<file path="src/rtl/dlfloat16_pkg.sv">
// Shared constants for the DLfloat16 arithmetic cluster: unit enable codes and
// exception flag layout.
package dlfloat16_pkg;

  localparam int unsigned FLAG_W = 5;

  typedef enum logic [3:0] {
    ENA_IDLE = 4'b0000,
    ENA_OP0  = 4'b0001,
    ENA_MUL  = 4'b0010,
    ENA_OP2  = 4'b0100,
    ENA_OP3  = 4'b1000
  } ena_e;

  localparam int unsigned FLG_INVALID   = 4;
  localparam int unsigned FLG_INEXACT   = 3;
  localparam int unsigned FLG_OVERFLOW  = 2;
  localparam int unsigned FLG_UNDERFLOW = 1;
  localparam int unsigned FLG_DIVZERO   = 0;

  function automatic logic is_onehot4(input logic [3:0] v);
    return (v != '0) && ((v & (v - 4'd1)) == '0);
  endfunction

endpackage

</file>
<file path="src/rtl/dlfloat16_fifo.sv">
// Show-ahead synchronous FIFO: head is read straight from storage, and a write
// is accepted while full provided the head is popped on the same edge.
module dlfloat16_fifo
  import dlfloat16_pkg::*;
#(
  parameter int unsigned WIDTH = 8,
  parameter int unsigned DEPTH = 4
) (
  input  logic                         clk,
  input  logic                         rst_n,
  input  logic                         wr_en,
  input  logic [WIDTH-1:0]             wr_data,
  input  logic                         rd_en,
  output logic [WIDTH-1:0]             rd_data,
  output logic                         empty,
  output logic [$clog2(DEPTH+1)-1:0]   count
);

  localparam int unsigned PTR_W = $clog2(DEPTH);
  localparam int unsigned CNT_W = $clog2(DEPTH + 1);

  logic [WIDTH-1:0] mem [DEPTH];
  logic [PTR_W-1:0] wr_ptr;
  logic [PTR_W-1:0] rd_ptr;
  logic             full;
  logic             do_wr;
  logic             do_rd;

  assign empty   = (count == '0);
  assign full    = (count == CNT_W'(DEPTH));
  assign do_rd   = rd_en && !empty;
  assign do_wr   = wr_en && (!full || do_rd);
  assign rd_data = mem[rd_ptr];

  always_ff @(posedge clk) begin
    if (do_wr) mem[wr_ptr] <= wr_data;
  end

  always_ff @(posedge clk or negedge rst_n) begin
    if (!rst_n) begin
      wr_ptr <= '0;
      rd_ptr <= '0;
      count  <= '0;
    end else begin
      if (do_wr) wr_ptr <= wr_ptr + PTR_W'(1);
      if (do_rd) rd_ptr <= rd_ptr + PTR_W'(1);
      unique case ({do_wr, do_rd})
        2'b10:   count <= count + CNT_W'(1);
        2'b01:   count <= count - CNT_W'(1);
        default: count <= count;
      endcase
    end
  end

endmodule

</file>
<file path="src/rtl/dlfloat16_wb_queue.sv">
// Writeback queue behind the DLfloat16 units: tracks the one-cycle unit latency,
// buffers results with credit-based issue back-pressure, keeps sticky flags.
module dlfloat16_wb_queue
  import dlfloat16_pkg::*;
#(
  parameter int unsigned DEPTH  = 4,
  parameter int unsigned RES_W  = 32,
  parameter int unsigned FLAG_W = dlfloat16_pkg::FLAG_W
) (
  input  logic                         clk,
  input  logic                         rst_n,
  input  logic [3:0]                   issue_ena,
  output logic                         issue_ready,
  input  logic [RES_W-1:0]             unit_res,
  input  logic [FLAG_W-1:0]            unit_flags,
  output logic                         res_valid,
  output logic [RES_W-1:0]             res_data,
  output logic [FLAG_W-1:0]            res_flags,
  output logic [3:0]                   res_op,
  input  logic                         res_ready,
  output logic [FLAG_W-1:0]            fflags,
  input  logic                         fflags_clr,
  output logic                         err_issue,
  output logic [$clog2(DEPTH+1)-1:0]   count
);

  localparam int unsigned CNT_W = $clog2(DEPTH + 1);
  localparam int unsigned ENT_W = RES_W + FLAG_W + 4;

  logic              pend_vld;
  logic [3:0]        pend_op;
  logic              legal;
  logic              accept;
  logic              pop;
  logic              empty;
  logic [ENT_W-1:0]  head;
  logic [RES_W-1:0]  head_res;
  logic [FLAG_W-1:0] head_flags;
  logic [3:0]        head_op;

  // The in-flight op already owns a slot, so count it against the credit.
  assign issue_ready = ({1'b0, count} + (CNT_W+1)'(pend_vld)) < (CNT_W+1)'(DEPTH);
  assign legal       = is_onehot4(issue_ena);
  assign accept      = legal && issue_ready;
  assign res_valid   = !empty;
  assign pop         = res_valid && res_ready;

  dlfloat16_fifo #(
    .WIDTH (ENT_W),
    .DEPTH (DEPTH)
  ) u_fifo (
    .clk     (clk),
    .rst_n   (rst_n),
    .wr_en   (pend_vld),
    .wr_data ({unit_res, unit_flags, pend_op}),
    .rd_en   (pop),
    .rd_data (head),
    .empty   (empty),
    .count   (count)
  );

  // Storage is not reset, so the head is masked to keep idle outputs at zero.
  assign {head_res, head_flags, head_op} = head;
  assign res_data  = res_valid ? head_res   : '0;
  assign res_flags = res_valid ? head_flags : '0;
  assign res_op    = res_valid ? head_op    : '0;

  always_ff @(posedge clk or negedge rst_n) begin
    if (!rst_n) begin
      pend_vld  <= 1'b0;
      pend_op   <= '0;
      fflags    <= '0;
      err_issue <= 1'b0;
    end else begin
      pend_vld <= accept;
      pend_op  <= accept ? issue_ena : '0;
      fflags   <= (fflags_clr ? '0 : fflags) | (pend_vld ? unit_flags : '0);
      if ((issue_ena != '0) && !accept) err_issue <= 1'b1;
    end
  end

endmodule

</file>
<file path="config.mk">
export PLATFORM = sky130hd
export DESIGN_NAME = dlfloat16_wb_queue
export DESIGN_NICKNAME = d
export VERILOG_FILES = /design/src/rtl/dlfloat16_pkg.sv /design/src/rtl/dlfloat16_fifo.sv /design/src/rtl/dlfloat16_wb_queue.sv
export SDC_FILE = /design/constraint.sdc
export NUM_CORES = 1
export LEC_CHECK = 0
export ABC_AREA = 1
export BUFFER_PORTS_ARGS = -buffer_cell sky130_fd_sc_hd__buf_2
export CORE_UTILIZATION = 58
export DETAILED_ROUTE_END_ITERATION = 8
export PLACE_DENSITY = 0.8
export SYNTH_ARGS = -nofsm -noshare
export SYNTH_HDL_FRONTEND = slang
export SYNTH_SLANG_ARGS = --single-unit
</file>
<file path="constraint.sdc">
create_clock -name clk -period 3.83 [get_ports clk]
set_input_delay 0.1915 -clock clk [delete_from_list [all_inputs] [get_ports clk]]
set_output_delay 0.1915 -clock clk [all_outputs]
set_load 0.03 [all_outputs]
</file>
==> results.sh <==
export IMPL_status="completed"
export IMPL_antenna_left=0
export IMPL_avgSynthCellArea_um2=10.7
export IMPL_first_global_vias=5127
export IMPL_syn_area_um2=7680
export IMPL_min_from="unit_res[11]"
export IMPL_postLayoutCoreUtil=0.707
export IMPL_ios=97
export IMPL_fill_cells=905
export IMPL_synthesis_yosys_warnings=0
export IMPL_synth_nets=767
export IMPL_track_usage=0.247
export IMPL_p_total_mw=6.80
export IMPL_holdPathEnd="u_fifo.mem[1][20]"
export IMPL_worst_r2r_endpoint="u_fifo.mem[1][24]"
export IMPL_cts_made_buffers=17
export IMPL_post_route_period_util=0.699
export IMPL_antenna_found_initial=1
export IMPL_gp_congestion=0.836
export IMPL_regArea_um2=5380
export IMPL_htreeDepth=4
export IMPL_drive_gt1_frac=0.158
export IMPL_design_core_area_um2=12800
export IMPL_mostFrequentLayoutCells="274 x nand2_1, 164 x edfxtp_1, 110 x inv_1"
export IMPL_fp_dieH_um=117
export IMPL_arrival_ns=2.48
export IMPL_postRouteWirelength_mm=15.5
export IMPL_setup_viol=0
export IMPL_yosysUniqueCellTypes=19
export IMPL_crit_path_start_kind="flip-flop"
export IMPL_finalHoldViolations=0
export IMPL_start_util=0.602
export IMPL_skew_ns=0.00599
export IMPL_first_pass_iters=5
export IMPL_rows=41
export IMPL_multi_input_area_um2=1700
export IMPL_wire_per_inst_um=15.3
export IMPL_post_cts_buffers=0
export IMPL_setup_tns_ns=0
export IMPL_area_delta_synth_final_pct=17.5
export IMPL_hpwl_mm=9.38
export IMPL_remaining_drc_errors=0
export IMPL_whs_path_depth=1
export IMPL_io_buffers=96
export IMPL_cts_tree="built"
export IMPL_slew_viol_final=0
export IMPL_max_vdd_ir_drop_mv=0.649
export IMPL_hp_class="input pin to flip-flop"
export IMPL_root_buffer="clkbuf_16"
export IMPL_worst_pin_slew_ns=1.27
export IMPL_max_freq_mhz=374
export IMPL_via_per_inst=5.11
export IMPL_dp_slack_ns=1.38
export IMPL_cp_end_kind="output pin"
export IMPL_clock_path_buffers=2
export IMPL_synth_area_leader_cell="edfxtp_1"
export IMPL_reg2regPathDepth=6
export IMPL_max_cap_violations=0
export IMPL_synth_top_area_share=0.641
export IMPL_grt_setup_unrepaired="false"
export IMPL_critPathRequiredTime_ns=3.64
export IMPL_die_area_um2=13700
export IMPL_relSlewSlack=0.153
export IMPL_grt_overflow=0
export IMPL_p_leak_nw=4.02
export IMPL_dieWidth_um=117
export IMPL_vias=5211
export IMPL_worst_setup_path_type="flip-flop to output pin"
export IMPL_synth_seq_cells=182
export IMPL_synth_area_leaders="edfxtp_1 64%, nand2_1 13%, dfrtp_1 5.9%"
export IMPL_reg2reg_setup_slack_ns=1.40
export IMPL_fin_nets=887
export IMPL_cp_max_fo=27
export IMPL_seq_area_frac_synth=0.699
export IMPL_timing_rr_start="u_fifo.count[2]"
export IMPL_min_period_ns=2.68
export IMPL_worst_slack_ns=1.15
export IMPL_clk_pin_slew_ns=0.06
export IMPL_grt_pass1_wl_mm=24.6
export IMPL_final_common_cell="nand2_1"
export IMPL_worstSkewPairLatency_ns=0.42
export IMPL_syn_inst=716
export IMPL_grt_max_degree=84
export IMPL_placed_cell_area_um2=8260
export IMPL_fin_area_um2=9030
export IMPL_cts_sinks=182
export IMPL_drt_iter0_markers=464
export IMPL_powerDensity_nw_per_um2=753
## stage by stage
stage	instances	hold slack [ns]
after CTS	1018	0.00000536
after floorplan	716	-0.104
after detailed placement	960	0.151
final	1019	0.00803
after global placement	960	0.135
after global routing	1018	0.00277
## routing by layer
metal  part of all wire  GRT usage  up-vias
li1                   -          -     2537
met1               0.43      0.317     2477
met2               0.49      0.403      174
met3              0.062     0.0654       23
met4              0.016      0.102        0
met5                  0          0        -
## kinds of logic after synthesis
| family | after synthesis | share of synthesized area |
|---|---|---|
| simple gates | 332 | 0.171 |
| flops | 182 | 0.699 |
| buf+inv | 144 | 0.0829 |
| compound gates | 48 | 0.0313 |
| fa+ha+maj | 6 | 0.0107 |
| xor+xnor | 4 | 0.00456 |
## critical path, stage by stage, from the launching register on
cell,delay (ns)
dfrtp_2,0.40
inv_1,0.78
buf_4,0.35
nand3_1,0.13
a21oi_1,0.17
buf_2,0.22
## repair_timing
action,in CTS,in global routing
hold buffers,29,0
endpoints found under the hold margin,124,0
gates resized for setup,0,0
## state kept, by name, summed over array words and instances, names as in the netlist
register	cells
err_issue	1
u_fifo.wr_ptr	2
pend_op	4
u_fifo.count	3
u_fifo.rd_ptr	2
u_fifo.mem	164
pend_vld	1
fflags	5
## synthesized netlist by cell type
cell type / n
nand3b_1: 1
a21oi_1: 41
nor2_1: 9
fa_1: 1
inv_1: 110
nand4_1: 4
nand2_1: 274
clkbuf_1: 4
o21ai_0: 7
nand3_1: 44
dfrtp_1: 18
xor2_1: 2
ha_1: 5
buf_2: 17
xnor2_1: 2
edfxtp_1: 164
buf_4: 2
inv_2: 2
buf_6: 9
## where the power goes
part           total [mW]  internal, mW  switching, mW  leakage (nW)
sequential           2.47          2.39         0.0798          1.71
combinational        2.87         0.762           2.11          2.07
clock                1.46         0.807          0.648         0.234
total                6.80          3.96           2.84          4.02
## area by class of cell
class,instances,share of cell area
clock buffer,22,0.0492
inverter,112,0.0466
clock inverter,7,0.00388
sequential,182,0.596
antenna,1,0.000277
tap,172,0.0238
multi-input combinational,390,0.189
timing repair buffer,133,0.0920
## how the worst max path moves through the flow
stage                startpoint                 to  slack (ns)  depth (start not counted)
2_1_floorplan   u_fifo.count[0]   u_fifo.mem[0][0]        0.74                          4
5_1_grt        u_fifo.rd_ptr[1]       res_data[14]        1.03                          5
3_3_place_gp    u_fifo.count[2]  u_fifo.mem[2][27]        1.49                          5
6_report       u_fifo.rd_ptr[1]       res_data[14]        1.15                          5
3_5_place_dp    u_fifo.count[2]  u_fifo.mem[1][24]        1.38                          6
4_1_cts        u_fifo.rd_ptr[1]       res_data[14]        1.18                          5
Note: power is estimated with default switching activity, not from simulation.
